===== src/rtl/pkg_parameters.sv =====
// Shared types and constants for the unified instruction/data memory arbiter.
// Provides the response-owner encoding, the default starvation limit and a
// helper that sizes the starvation counter.
package pkg_parameters;

    // Which requester receives the read data returning from the RAM this cycle
    typedef enum logic [1:0] {
        OWN_NONE = 2'd0,
        OWN_IF   = 2'd1,
        OWN_DM   = 2'd2
    } resp_owner_e;

    // Default number of denied fetch cycles tolerated before fetch is promoted
    localparam int unsigned ARB_STARVE_LIMIT = 4;

    // Counter width able to hold 0..limit; keeps at least one bit when the
    // guard is disabled so the register never collapses to zero width.
    function automatic int unsigned starve_cnt_width(input int unsigned limit);
        return (limit > 0) ? $clog2(limit + 1) : 1;
    endfunction

endpackage


===== src/rtl/mem_arb_perf_cnt.sv =====
// Denied-cycle counters for the memory port arbiter. Two free-running 32-bit
// counters that wrap naturally; only built when ARB_PERF_CNT_EN is defined.
module mem_arb_perf_cnt (
    input  logic        clk_i,
    input  logic        rst_i,
    input  logic        if_stall_i,
    input  logic        dm_stall_i,
    output logic [31:0] if_cnt_o,
    output logic [31:0] dm_cnt_o
);

    logic [31:0] if_cnt_reg;
    logic [31:0] dm_cnt_reg;

    // Count every cycle in which a requester asked and was turned away
    always_ff @(posedge clk_i) begin
        if (rst_i) begin
            if_cnt_reg <= '0;
            dm_cnt_reg <= '0;
        end else begin
            if (if_stall_i) if_cnt_reg <= if_cnt_reg + 32'd1;
            if (dm_stall_i) dm_cnt_reg <= dm_cnt_reg + 32'd1;
        end
    end

    assign if_cnt_o = if_cnt_reg;
    assign dm_cnt_o = dm_cnt_reg;

endmodule


===== src/rtl/mem_port_arbiter.sv =====
// Arbiter sharing one single-port synchronous RAM between instruction fetch
// (IF) and the load/store unit (DM). Grants are combinational, one per cycle,
// with DM preferred unless fetch has been starved for STARVE_LIMIT cycles.
// Read data returning one cycle later is steered to the requester that
// issued it; a fetch response is suppressed by a flush in either the grant
// or the response cycle.
// Optional feature: define ARB_PERF_CNT_EN to build the denied-cycle counters.
module mem_port_arbiter
    import pkg_parameters::*;
#(
    parameter int ADDR_WIDTH   = 14,
    parameter int DATA_WIDTH   = 32,
    parameter int STARVE_LIMIT = ARB_STARVE_LIMIT
) (
    input  logic                    clk_i,
    input  logic                    rst_i,
    // instruction fetch port
    input  logic                    if_req_i,
    input  logic [ADDR_WIDTH-1:0]   if_addr_i,
    input  logic                    if_flush_i,
    output logic                    if_gnt_o,
    output logic                    if_rvalid_o,
    output logic [DATA_WIDTH-1:0]   if_rdata_o,
    // load/store port
    input  logic                    dm_req_i,
    input  logic                    dm_we_i,
    input  logic [DATA_WIDTH/8-1:0] dm_be_i,
    input  logic [ADDR_WIDTH-1:0]   dm_addr_i,
    input  logic [DATA_WIDTH-1:0]   dm_wdata_i,
    output logic                    dm_gnt_o,
    output logic                    dm_rvalid_o,
    output logic [DATA_WIDTH-1:0]   dm_rdata_o,
    // RAM port
    output logic                    mem_en_o,
    output logic                    mem_we_o,
    output logic [DATA_WIDTH/8-1:0] mem_be_o,
    output logic [ADDR_WIDTH-1:0]   mem_addr_o,
    output logic [DATA_WIDTH-1:0]   mem_wdata_o,
    input  logic [DATA_WIDTH-1:0]   mem_rdata_i,
    // performance counters
    output logic [31:0]             perf_if_stall_o,
    output logic [31:0]             perf_dm_stall_o
);

    localparam int BE_WIDTH = DATA_WIDTH / 8;
    localparam int CNT_W    = starve_cnt_width(STARVE_LIMIT);
    localparam logic [CNT_W-1:0] STARVE_MAX = CNT_W'(STARVE_LIMIT);

    logic             starve_flag;
    logic             if_gnt;
    logic             dm_gnt;
    logic             dm_store;
    resp_owner_e      owner_reg;
    resp_owner_e      owner_next;
    logic             flush_q_reg;
    logic [CNT_W-1:0] starve_cnt_reg;
    logic [CNT_W-1:0] starve_cnt_next;

    // Pick at most one winner; nobody is granted while reset is held
    always_comb begin
        starve_flag = (STARVE_LIMIT != 0) && (starve_cnt_reg == STARVE_MAX);
        if_gnt      = 1'b0;
        dm_gnt      = 1'b0;
        if (!rst_i) begin
            if (starve_flag && if_req_i) begin
                if_gnt = 1'b1;
            end else if (dm_req_i) begin
                dm_gnt = 1'b1;
            end else if (if_req_i) begin
                if_gnt = 1'b1;
            end
        end
    end

    assign dm_store = dm_gnt && dm_we_i;

    assign if_gnt_o    = if_gnt;
    assign dm_gnt_o    = dm_gnt;
    assign mem_en_o    = if_gnt || dm_gnt;
    assign mem_we_o    = dm_store;
    assign mem_addr_o  = dm_gnt ? dm_addr_i : if_addr_i;
    // Fetch never writes, so write data only ever comes from DM
    assign mem_wdata_o = dm_gnt ? dm_wdata_i : '0;

    // Reads always fetch the full word; only stores honour the byte enables
    generate
        for (genvar gi = 0; gi < BE_WIDTH; gi++) begin : g_be
            assign mem_be_o[gi] = dm_store ? dm_be_i[gi] : 1'b1;
        end
    endgenerate

    // Next owner of the returning read data and next starvation count
    always_comb begin
        owner_next = OWN_NONE;
        if (if_gnt) begin
            owner_next = OWN_IF;
        end else if (dm_gnt && !dm_we_i) begin
            owner_next = OWN_DM;
        end

        starve_cnt_next = starve_cnt_reg;
        if (!if_req_i || if_gnt) begin
            starve_cnt_next = '0;
        end else if (starve_cnt_reg != STARVE_MAX) begin
            starve_cnt_next = starve_cnt_reg + CNT_W'(1);
        end
    end

    // Response-owner FSM, grant-cycle flush record and starvation counter
    always_ff @(posedge clk_i) begin
        if (rst_i) begin
            owner_reg      <= OWN_NONE;
            flush_q_reg    <= 1'b0;
            starve_cnt_reg <= '0;
        end else begin
            owner_reg      <= owner_next;
            flush_q_reg    <= if_gnt && if_flush_i;
            starve_cnt_reg <= starve_cnt_next;
        end
    end

    // Steer the RAM output; a flush in either cycle kills the fetch response
    assign if_rvalid_o = !rst_i && (owner_reg == OWN_IF) && !if_flush_i && !flush_q_reg;
    assign dm_rvalid_o = !rst_i && (owner_reg == OWN_DM);
    assign if_rdata_o  = if_rvalid_o ? mem_rdata_i : '0;
    assign dm_rdata_o  = dm_rvalid_o ? mem_rdata_i : '0;

`ifdef ARB_PERF_CNT_EN
    mem_arb_perf_cnt u_perf_cnt (
        .clk_i      (clk_i),
        .rst_i      (rst_i),
        .if_stall_i (if_req_i && !if_gnt),
        .dm_stall_i (dm_req_i && !dm_gnt),
        .if_cnt_o   (perf_if_stall_o),
        .dm_cnt_o   (perf_dm_stall_o)
    );
`else
    assign perf_if_stall_o = '0;
    assign perf_dm_stall_o = '0;
`endif

endmodule


===== config.mk =====
export PLATFORM = sky130hd
export DESIGN_NAME = mem_port_arbiter
export DESIGN_NICKNAME = d
export VERILOG_FILES = /design/src/rtl/pkg_parameters.sv /design/src/rtl/mem_arb_perf_cnt.sv /design/src/rtl/mem_port_arbiter.sv
export SDC_FILE = /design/constraint.sdc
export NUM_CORES = 1
export LEC_CHECK = 0
export ABC_AREA = 1
export CORE_AREA = 10 10 102 104
export DETAILED_ROUTE_END_ITERATION = 10
export DIE_AREA = 0 0 112 114
export GPL_TIMING_DRIVEN = 1
export PLACE_DENSITY = 0.78
export SLEW_MARGIN = 40
export SYNTH_ARGS = -nofsm -noshare
export SYNTH_HDL_FRONTEND = slang
export SYNTH_SLANG_ARGS = --single-unit

===== constraint.sdc =====
create_clock -name clk_i -period 1.8 [get_ports clk_i]
set_input_delay 0.54 -clock clk_i [delete_from_list [all_inputs] [get_ports clk_i]]
set_output_delay 0.54 -clock clk_i [all_outputs]
set_load 0.02 [all_outputs]

==> impl_metrics.csv <==
group,metric,value,unit
finish,fill_cells,614,
sta,drv_slew,0,
clocking,clk_latency,220,ps
power_and_ir_drop,p_total,1.45,mW
power_and_ir_drop,pwr-share-comb,76.7,%
critical_path,crit_arrival,1510,ps
grt,grt_first_pass_wirelength,18900,um
clocking,cts_made_buffers,3,
route,viasPerCell,3.98,
run,cap_viol_max_count,0,
min_path,holdPathStages,3,
sta,finalWorstSetupSlack,-252,ps
route,wire_per_inst,18.1,um
grt,antenna_found_initial,1,
power_and_ir_drop,clkPwrFrac,13.7,%
logic_synthesis,syn_area,0.00179,mm^2
critical_path,worst_setup_path_end_kind,"output pin",
critical_path,criticalPathCategory,"reg -> out",
clocking,root_buffer,"clkbuf_8",
logic_synthesis,yosysWarnings,0,
floorplanning,ios,286,
sta,clock_skew,2.87,ps
placed_design,gp_congestion,0.812,
finish,layout_common_cells,"buf_6 (129), nor2_4 (97), clkdlybuf4s50_1 (83), conb_1 (64), inv_1 (46)",
clocking,cts-htree-levels,1,
grt,track_usage,18.2,%
clocking,cts_tree,"done",
placed_design,io_buffers,221,
route,vias,2811,
sta,hold_viol_final,0,
sta,rsz0062_at_grt,"true",
critical_path,required,1260,ps
floorplanning,die_area,0.0128,mm^2
power_and_ir_drop,p_seq_share,9.6,%
grt,grt_max_degree,19,
finish,multi_input_area,0.00192,mm^2
clocking,clock_path_buffers,2,
clocking,clk_pin_slew,40,ps
min_path,min_path_type,"in -> reg",
route,firstDrtPassIters,4,
logic_synthesis,syn-mean-instance-area,5.31,um^2
critical_path,rr_worst_depth,8,
floorplanning,chipWidth,112,um
finish,nNetsFinal,703,
critical_path,crit_fanout,8,
power_and_ir_drop,irDropWorstVdd,162,uV
logic_synthesis,synth_seq_area_share,6.71,%
critical_path,startpoint_type,"flop",
logic_synthesis,yosysUniqueCellTypes,15,
logic_synthesis,ys_ff_latch,6,
floorplanning,die_height,114,um
route,drc,0,
finish,drive_gt1_share,59.1,%
placed_design,hpwlAfterDp,8500,um
route,first_iter_violations,84,
finish,largest_reg_flops,3,
floorplanning,num_rows,34,
power_and_ir_drop,switching_share,45.3,%
placed_design,place_ws,-1030,ps
sta,period_share,114,%
power_and_ir_drop,p_int,0.794,mW
clocking,clkSinkCount,6,
finish,layout_commonest_cell,"buf_6",
run_status,violations,"setup timing",
sta,finalCriticalPeriod,2050,ps
grt,grt_pass1_vias,3301,
finish,syn_to_final_growth,215,%
floorplanning,start_util,21.1,%
run_status,status,"finished with violations",
grt,overflow,0,
logic_synthesis,postSynthCellCount,337,
sta,timing.fmax,487,MHz
sta,setup-violations-final,116,
route,routed_wl,12800,um
power_and_ir_drop,powerDensity,258,mW/mm^2
floorplanning,design.core.area,0.00847,mm^2
finish,area.sequential,123,um^2
power_and_ir_drop,p_switching,0.657,mW
route,ant_nets,0,
power_and_ir_drop,p_leak,2.72,nW
## critical path, stage by stage, from the launching register on
cell	delay, ps
dfxtp_2	310
inv_2	70
ha_4	160
nand3_4	140
nand2_8	190
buf_12	180
nand2_4	50
nand2_2	60
buf_6	120
## what timing repair did
item                       4_1_cts  5_1_grt
setup buffers                   18        6
resized for setup             1018       66
cloned                          11        0
hold buffers                     0        0
setup endpoints to repair      120      120
pin swaps                       41       43
## worst paths after layout
check	startpoint	end	slack, ps
max	starve_cnt_reg[0]	mem_addr_o[1]	-250
min	if_flush_i	flush_q_reg	550
max reg2reg	starve_cnt_reg[0]	flush_q_reg	580
min reg2reg	starve_cnt_reg[2]	starve_cnt_reg[1]	670
## synth_stat cells, drive strengths merged
master    n  area (um^2)
buf      77          614
conb      1         3.75
dfxtp     6          120
ha        2         25.0
inv      83          312
nand2    36          143
nand3    20          123
nand4     5         31.3
nor2    107          418
## power groups by stage
| stage | combinational, mW | clock [mW] | sequential [mW] |
|---|---|---|---|
| 2_1_floorplan | 0.469 | 0 | 0.141 |
| 3_3_place_gp | 0.785 | 0 | 0.141 |
| 3_5_place_dp | 0.794 | 0 | 0.141 |
| 4_1_cts | 1.06 | 0.202 | 0.140 |
| 5_1_grt | 1.18 | 0.213 | 0.140 |
| 6_report | 1.11 | 0.198 | 0.140 |
## per-stage QoR
stage	area [um^2]	cells	util, %	setup TNS (ps)	hold WS (ps)
final	5630	706	66.5	-16070	550
after CTS	5470	703	64.7	-16740	550
after detailed placement	3960	672	46.7	-116280	623
after floorplan	2030	400	-	-295	491
after global routing	5630	706	66.5	-21660	567
after global placement	3960	672	46.7	-114970	612
## kinds of logic after synthesis
logic type               count (synthesis)  synth area share (%)
flip-flops                               6                  6.71
other                                    1                 0.210
AND/OR/NAND/NOR                        168                  39.9
adder cells (fa/ha/maj)                  2                  1.40
buffers and inverters                  160                  51.7
## metal layers
layer	share of wire, %	global-route usage [%]	up-vias
met5	0	0	-
met4	0.73	2.45	0
met3	11	8.24	6
met2	57	36.3	162
met1	32	16.8	1287
li1	-	-	1356
## cell type report
class / count / area share (%)
diodes: 1 / 0.0444
clock buffers: 3 / 0.733
inverters: 83 / 5.89
multi-input cells: 235 / 34.1
flip-flops and latches: 6 / 2.18
well taps: 108 / 2.40
repair buffers: 270 / 54.7
Note: power is estimated with default switching activity, not from simulation.
